File: src/rtl/f_accum_pkg.sv
// Shared definitions for the float reduction / ordering units.
// Floats are ordered as sign-magnitude words. NaN and Inf are ordered by
// their bit patterns like any other value.
package f_accum_pkg;

  localparam logic [1:0] MODE_MAX    = 2'd0;
  localparam logic [1:0] MODE_MIN    = 2'd1;
  localparam logic [1:0] MODE_ABSMAX = 2'd2;

  // Strict "a > b" under the sign-magnitude total order for a w-bit word.
  // Any positive value beats any negative value, so +0 beats -0.
  // With equal signs, larger magnitude wins among positives.
  // With equal signs, smaller magnitude wins among negatives.
  function automatic logic sm_gt(input logic [63:0] a,
                                 input logic [63:0] b,
                                 input int unsigned w);
    logic [63:0] sign_bit;
    logic [63:0] mag_mask;
    logic        sa;
    logic        sb;
    logic [63:0] ma;
    logic [63:0] mb;
    logic        res;
    sign_bit = 64'd1 << (w - 1);
    mag_mask = sign_bit - 64'd1;
    sa       = |(a & sign_bit);
    sb       = |(b & sign_bit);
    ma       = a & mag_mask;
    mb       = b & mag_mask;
    if (sa != sb) begin
      res = !sa;
    end else if (!sa) begin
      res = (ma > mb);
    end else begin
      res = (ma < mb);
    end
    return res;
  endfunction

endpackage

File: src/rtl/f_sm_compare.sv
// Combinational float comparator.
// gt_o is high when a_i strictly beats b_i under mode_i. Because the test is
// strict, a tie leaves the incumbent in place.
// Mode 3 is reserved and orders like MAX.
module f_sm_compare
  import f_accum_pkg::*;
#(
  parameter int DATA_W = 32
) (
  input  logic [DATA_W-1:0] a_i,
  input  logic [DATA_W-1:0] b_i,
  input  logic [1:0]        mode_i,
  output logic              gt_o
);

  // Select the ordering rule for the current mode.
  always_comb begin
    gt_o = 1'b0;
    case (mode_i)
      MODE_MIN:    gt_o = sm_gt(64'(b_i), 64'(a_i), DATA_W);
      MODE_ABSMAX: gt_o = (a_i[DATA_W-2:0] > b_i[DATA_W-2:0]);
      default:     gt_o = sm_gt(64'(a_i), 64'(b_i), DATA_W);
    endcase
  end

endmodule

File: src/rtl/f_accum_reduce.sv
// Windowed float reduction unit: MAX / MIN / ABS-MAX of a float stream over
// windows of strideMinusOne+1 elements.
// out1 carries the in-window index of the selected element. outValid flags
// the cycle in which a finished window sits on out0/out1.
module f_accum_reduce
  import f_accum_pkg::*;
#(
  parameter int DATA_W   = 32,
  parameter int STRIDE_W = 16,
  parameter int DELAY_W  = 7,
  parameter int IDX_W    = 16
) (
  input  logic                clk,
  input  logic                rst,
  input  logic                run,
  input  logic                running,
  input  logic [STRIDE_W-1:0] strideMinusOne,
  input  logic [1:0]          mode,
  input  logic [DATA_W-1:0]   in0,
  input  logic [DELAY_W-1:0]  delay0,
  output logic [DATA_W-1:0]   out0,
  output logic [IDX_W-1:0]    out1,
  output logic                outValid
);

  // The delay counter holds both the start delay and the window length.
  localparam int CNT_W = (STRIDE_W > DELAY_W) ? STRIDE_W : DELAY_W;

  logic [CNT_W-1:0]  delay_q, delay_d;
  logic [DATA_W-1:0] stored_q, stored_d;
  logic [IDX_W-1:0]  idx_q, idx_d;
  logic [IDX_W-1:0]  count_q, count_d;
  logic [1:0]        mode_q, mode_d;
  logic              primed_q, primed_d;
  logic              valid_q, valid_d;

  logic store;
  logic better;
  logic last;

  assign store = (delay_q == '0);

  // better: the incoming element beats the stored one under the latched mode.
  f_sm_compare #(
    .DATA_W (DATA_W)
  ) u_cmp (
    .a_i    (in0),
    .b_i    (stored_q),
    .mode_i (mode_q),
    .gt_o   (better)
  );

  // The final element of a window is absorbed this cycle. A window of one
  // element is always last. Warm-up elements before the first store are
  // never flagged.
  assign last = running && (primed_q || store) &&
                ((delay_q == CNT_W'(1)) ||
                 (store && (strideMinusOne == '0)));

  // Next state for the counters, the stored value and the flags.
  always_comb begin
    delay_d  = delay_q;
    stored_d = stored_q;
    idx_d    = idx_q;
    count_d  = count_q;
    mode_d   = mode_q;
    primed_d = primed_q;
    valid_d  = last;

    // The delay counter is free-running: it does not depend on running.
    if (run) begin
      delay_d = CNT_W'(delay0);
    end else if (!store) begin
      delay_d = delay_q - CNT_W'(1);
    end else begin
      delay_d = CNT_W'(strideMinusOne);
    end

    if (run) begin
      mode_d = mode;
    end

    if (run) begin
      primed_d = 1'b0;
    end else if (running && store) begin
      primed_d = 1'b1;
    end

    // Element bookkeeping only moves while the accelerator is running.
    if (running) begin
      if (store) begin
        count_d  = IDX_W'(1);
        stored_d = in0;
        idx_d    = '0;
      end else begin
        count_d = count_q + IDX_W'(1);
        if (better) begin
          stored_d = in0;
          idx_d    = count_q;
        end
      end
    end
  end

  // State registers with asynchronous reset.
  always_ff @(posedge clk or posedge rst) begin
    if (rst) begin
      delay_q  <= '0;
      stored_q <= '0;
      idx_q    <= '0;
      count_q  <= '0;
      mode_q   <= MODE_MAX;
      primed_q <= 1'b0;
      valid_q  <= 1'b0;
    end else begin
      delay_q  <= delay_d;
      stored_q <= stored_d;
      idx_q    <= idx_d;
      count_q  <= count_d;
      mode_q   <= mode_d;
      primed_q <= primed_d;
      valid_q  <= valid_d;
    end
  end

  assign out0     = stored_q;
  assign out1     = idx_q;
  assign outValid = valid_q;

endmodule

File: config.mk
export PLATFORM = sky130hd
export DESIGN_NAME = f_accum_reduce
export DESIGN_NICKNAME = d
export VERILOG_FILES = /design/src/rtl/f_accum_pkg.sv /design/src/rtl/f_sm_compare.sv /design/src/rtl/f_accum_reduce.sv
export SDC_FILE = /design/constraint.sdc
export NUM_CORES = 1
export LEC_CHECK = 0
export ABC_AREA = 1
export ABC_CLOCK_PERIOD_IN_PS = 2800
export BUFFER_PORTS_ARGS = -buffer_cell sky130_fd_sc_hd__clkbuf_2
export CORE_MARGIN = 10
export CORE_UTILIZATION = 30
export CTS_CLUSTER_DIAMETER = 40
export DETAILED_ROUTE_END_ITERATION = 16
export GPL_TIMING_DRIVEN = 0
export PLACE_DENSITY = 0.48
export SYNTH_ARGS = -nofsm -noshare
export SYNTH_HDL_FRONTEND = slang
export SYNTH_SLANG_ARGS = --single-unit
File: constraint.sdc
create_clock -name clk -period 2.8 [get_ports clk]
set_input_delay 0.28 -clock clk [delete_from_list [all_inputs] [get_ports clk]]
set_output_delay 0.28 -clock clk [all_outputs]
set_load 0.01 [all_outputs]
Word level (Yosys, flattened, before mapping)
Cells that the tools add are included.
W data, S select, Z words.
{"block": "totals", "word_cells": 46, "output_inout_bits": 49, "input_bits": 61, "regBits": 84}
{"block": "op_classes", "addsub": 2, "magnitude_cmp": 5, "n_mux": 14, "reduce_logical": 13, "eq_ne": 5}
{"cell": "$gt A31 B31 Y1", "n": 3}
{"cell": "$mux W16", "n": 5}
{"cell": "$mux W32", "n": 2}
{"cell": "$lt A31 B31 Y1", "n": 2}
{"cell": "$logic_not A16 Y1", "n": 2}
{"cell": "$add A16 B1 Y16 const B", "n": 1}
{"cell": "$eq A16 B1 Y1 const B", "n": 1}
{"cell": "$sub A16 B1 Y16 const B", "n": 1}
{"cell": "$mux W1", "n": 6}
{"cell": "$logic_and A1 B1 Y1", "n": 4}
{"cell": "$reduce_bool A2 Y1", "n": 2}
{"cell": "$eq A2 B1 Y1 const B", "n": 1}
{"cell": "$eq A2 B2 Y1 const B", "n": 1}
{"cell": "$logic_not A1 Y1", "n": 2}
{"cell": "$logic_or A1 B1 Y1", "n": 2}
{"cell": "$ne A1 B1 Y1", "n": 2}
{"cell": "$pmux W1 S2", "n": 1}
{"cell": "$reduce_and A2 Y1", "n": 1}

Longest topological paths before layout
{"block": "depth", "depth_word": 6, "mapped_depth": 21, "mapped_depth_nobuf": 19}

Hierarchy
A second synthesis with hierarchy kept.
{"block": "hier_totals", "hier_cells": 730, "hier_area_um2": 5158.7}
{"module": "f_accum_reduce", "n_inst": 1, "cells_each": 558, "seq_area_each_um2": 2102.0, "area_per_inst_um2": 4159.0}
{"module": "f_sm_compare", "n_inst": 1, "cells_each": 172, "seq_area_each_um2": 0.0, "area_per_inst_um2": 999.7}

Worst setup path after synthesis
Ideal clock, no wire load.
{"block": "synth_path", "path_kind": "register to register", "from": "register stored_q[30] (netlist: out0[30])", "to": "register stored_q[0] (netlist: out0[0])", "arrival_ns": 2.057, "required_time_ns": 2.683, "path_stages_with_launch": 19, "setup_time_ns": 0.117, "n_path_buf": 2, "setup_slack_ns": 0.626, "synth_period_minus_slack_ns": 2.174, "path_cell_list": "dfrtp_1 inv_1 ha_1 nand2_1 nor2_1 and2_1 nand2_1 nor2_2 nand2_1 nand2_2 nand2_1 a21oi_1 nand2_1 nand2_2 nand2_2 buf_6 buf_6 nand2_1 nand2_1"}
{"block": "synth_via", "elab_chain_cells": 6, "word_cells_on_any_way": 12, "classes_between": "order compare: 5; mux: 5; reduce/logical: 2"}
{"element": "start, declared", "line_no": "f_accum_reduce.sv:30", "source": "logic [DATA_W-1:0] stored_q, stored_d;"}
{"element": "start signal, assigned", "line_no": "f_accum_reduce.sv:117", "source": "stored_q <= stored_d;"}
{"element": "$gt A31 B31 Y1, or another cell as far along", "line_no": "f_accum_pkg.sv:33, f_sm_compare.sv:21"}
{"element": "$mux W1", "line_no": "f_accum_pkg.sv:32", "source": "end else if (!sa) begin"}
{"element": "$mux W1", "line_no": "f_accum_pkg.sv:30", "source": "if (sa != sb) begin"}
{"element": "$pmux W1 S2 (*)", "line_no": "f_sm_compare.sv:19", "source": "case (mode_i)"}
{"element": "$reduce_bool A2 Y1 (no source line) (*)"}
{"element": "$reduce_and A2 Y1 (no source line) (*)"}
Mark *: on every way between the ends. The rest lies on a longest branch, timed or not.
A chain may end at the register's enable or synchronous reset.

Worst setup path after layout
{"block": "layout_path", "from": "register stored_q[29] (netlist: out0[29])", "to": "register idx_q[14] (netlist: out1[14])"}
{"block": "layout_via", "elab_chain_cells": 6, "word_cells_on_any_way": 12, "classes_between": "order compare: 5; mux: 5; reduce/logical: 2"}
{"element": "$gt A31 B31 Y1, or another cell as far along", "line_no": "f_accum_pkg.sv:33, f_sm_compare.sv:21"}
{"element": "$mux W1", "line_no": "f_accum_pkg.sv:32"}
{"element": "$mux W1", "line_no": "f_accum_pkg.sv:30"}
{"element": "$pmux W1 S2 (*)", "line_no": "f_sm_compare.sv:19"}
{"element": "$reduce_bool A2 Y1 (no source line) (*)"}
{"element": "$reduce_and A2 Y1 (no source line) (*)"}
{"element": "end signal, assigned", "line_no": "f_accum_reduce.sv:118", "source": "idx_q <= idx_d;"}
{"element": "end, declared", "line_no": "f_accum_reduce.sv:31", "source": "logic [IDX_W-1:0] idx_q, idx_d;"}
Marks and branches as above.

==> reports/summary.txt <==
Ports - 110
Crit path capture type - register
Worst Path Required - 3.04 ns
Final worst-path cycle share - 89.7%
R2R Path End - out1[14]$_DFFE_PP0P_
Mapped Cells - 646
Gr busiest metal - met2
Hold crit path type - in2reg
Slowest-stage cell, CP - dfrtp_1
Sequential power share - 35.7%
Port Buf Inserts - 108
Seq/Total Area, Yosys - 42.8%
Initial antenna violation count - 0
Horiz. Die Dim - 148 um
Worst-path cell chain - inv_1, ha_1, nand2_1, nor2_2, and2_1, nand2_1, nor2_2, nand2_1, nand2_2, nand2_1, a21oi_1, nand2_1, nand2_2, nand2_2, buf_6, buf_6, nand2_1, nand2_1
Worst skew pair latency - 0.35 ns
Hold path cells - 3
Placed Instance Area - 5750 sq um
Largest net degree at the start of global routing - 57
Fin cells - 989
Worst Path Arrival - 2.75 ns
First-pass GRT wire length - 22800 um
Fmax - 398 MHz
Flops & latches, synth - 84
Switching Share - 39.6%
H-tree levels - 3
Die ar. - 21900 sq um
Vias/cell - 4.58
Post-synthesis to final-layout area growth - 24.0%
Synth Cell Area - 4910 sq um
Grt total ovfl - 0
Chip Height - 148 um
Min cycle time layout - 2.51 ns
Final WL - 14000 um
Slowest Stage Delay on Critical Path - 0.40 ns
HPWL Detailed - 10900 um
Clock buffer count from CTS - 9
Root Buffer - clkbuf_16
Avg WL per Cell - 14.2 um
Synth Flop Type - dfrtp_1
Clk pwr share - 24.5%
Peak VDD IR - 0.000319 V
P_leak - 3.33 nW
Netlist cell types - 34
Share of cells above drive strength 1 - 19.0%
Number of nets in the layout - 865
Vias in the first global route - 4537
1st-pass router iterations - 6
Rel. slew slack - 55.8%
Filler instances - 1695
R2R depth - 18
Met2 Use GR - 20.2%
FF/Latch Area - 2100 sq um
CP dominant cell by count - nand2_1
Synth warnings - 0
Comb power frac - 39.7%
Worst r2r src - out0[29]$_DFFE_PP0P_
CTS tree - built
CTS Buffer Depth - 2
Sink Count - 84
Placed cell count - 971
M1 GR Usage - 16.4%
Final instance area - 6090 sq um
Most common cell after layout, fill and taps aside - nand2_1
Cell Rows - 46
Switching power - 2.10 mW
Syn Area/Cell - 7.61 sq um
Antenna diodes - 0
Number of synthesized flops with an enable pin - 0
HP Start - delay0[2]
Post-route ant nets - 0
CTS clock-pin slew for the worst setup and hold paths - 0.06 ns
Hold Path Sink - delay_q[2]$_DFF_PP0_
Kind of critical path - reg2reg
M3 GR Usage - 4.55%
CP Max Fanout - 10
Core area - 15900 sq um
Setup violations, final - 0
Commonest cells after routing, fill and taps aside - nand2_1, clkbuf_2, inv_1, dfrtp_1, nand3_1
DR vias - 4533
# Max-Cap Violations - 0
Power density cells - 871 nW/um^2
Footprint of the multi-input gates - 2350 sq um
Routability congestion estimate - 0.805
Crit start category - register
Post-layout util - 38.2%
Synth Net Count - 743
Initial Util - 30.8%
# DRC - 0
Async SR Flop Fraction - 100%
Worst-margin pin slew - 0.662 ns
Pint - 3.21 mW
Final Hold Vio Count - 0
GRT Util Overall - 12.9%
Final hold slack - 0.140 ns
R2R setup slack - 0.29 ns
Setup_tns - 0 ns
Worst Skew - 0.00951 ns
Outcome - finished clean
Violation count after the first detailed-route iteration - 205
Fin. max-slew vios - 0
## logic make-up after synthesis
family	after synthesis	share of synthesized area, %
buf+inv	112	9.45
flops	84	42.8
xor+xnor	11	1.96
simple gates	341	29.3
compound gates	62	7.33
fa+ha+maj	36	9.17
## through the flow
| step | power [mW] | worst slack [ns] |
|---|---|---|
| 4_1_cts | 5.38 | 0.179 |
| 5_1_grt | 5.78 | -0.0149 |
| 3_3_place_gp | 4.00 | -0.915 |
| 3_5_place_dp | 4.05 | 0.205 |
| 6_report | 5.31 | 0.287 |
| 2_1_floorplan | 3.25 | 0.355 |
## what timing repair did
item                       4_1_cts  5_1_grt
hold buffers                     1        0
hold endpoints to repair        28        0
setup endpoints to repair        0       39
buffers inserted                 0        1
resized for setup                0        1
## synthesized netlist by cell type, drive strengths merged, types with 2 or more instances
master / number / area share, %
ha: 36 / 9.2
inv: 89 / 6.8
nand4: 5 / 0.64
nand2: 187 / 14
o211a: 2 / 0.41
clkbuf: 10 / 0.76
xor2: 8 / 1.4
a21oi: 21 / 2.2
o31ai: 2 / 0.31
nand3: 63 / 6.4
dfrtp: 84 / 43
o21ai: 23 / 2.3
nor3: 12 / 1.2
o211ai: 3 / 0.46
nor4: 5 / 0.64
a211oi: 3 / 0.46
nor2: 62 / 4.9
xnor2: 3 / 0.53
buf: 13 / 1.9
a31oi: 3 / 0.38
a21o: 2 / 0.31
nor3b: 4 / 0.61
## cell type report
cell class | count | area share, %
plain buffers | 23 | 2.14
clock buffers | 9 | 3.70
clock inverters | 7 | 1.50
inverters | 89 | 5.53
multi-input cells | 450 | 38.6
flip-flops and latches | 84 | 34.5
well taps | 216 | 4.44
repair buffers | 111 | 9.61
## how the worst max path moves through the flow
stage                          from                      to  slack (ns)  depth (start not counted)
6_report       out0[29]$_DFFE_PP0P_    out1[14]$_DFFE_PP0P_        0.29                         18
5_1_grt        out0[29]$_DFFE_PP0P_    out1[14]$_DFFE_PP0P_       -0.01                         17
4_1_cts        out0[29]$_DFFE_PP0P_    out0[12]$_DFFE_PP0P_        0.18                         17
3_5_place_dp   out0[29]$_DFFE_PP0P_    out0[20]$_DFFE_PP0P_        0.21                         16
3_3_place_gp                    rst    delay_q[9]$_DFF_PP0_       -0.91                          2
2_1_floorplan                   rst  count_q[0]$_DFFE_PP0P_        0.35                          1
## metal layers
layer / wire, um / share of wire, % / up-vias
met3: 846 / 6.0 / 12
met5: 0 / 0 / -
met4: 142 / 1.0 / 0
met2: 6410 / 46 / 110
li1: - / - / 2316
met1: 6640 / 47 / 2095
## worst max-delay path, delay by kind of cell (launching register included)
family          cells  cell delay (ns)
fa+ha+maj           1             0.27
compound gates      1             0.13
simple gates       13             1.23
flops               1             0.40
buf+inv             3             0.36
## power groups by stage
stage	clock, mW	sequential (mW)	combinational, mW
finish	1.30	1.90	2.11
global route	1.39	1.94	2.45
CTS	1.33	1.90	2.15
detailed placement	0	1.92	2.13
global placement	0	1.91	2.09
floorplan	0	1.99	1.27
## registers in the layout (all words and copies together), names as in the netlist
register,count
out0,32
count_q,16
delay_q,16
out1,16
mode_q,2
outValid,1
primed_q,1
Power figures use the tool's default switching activity.
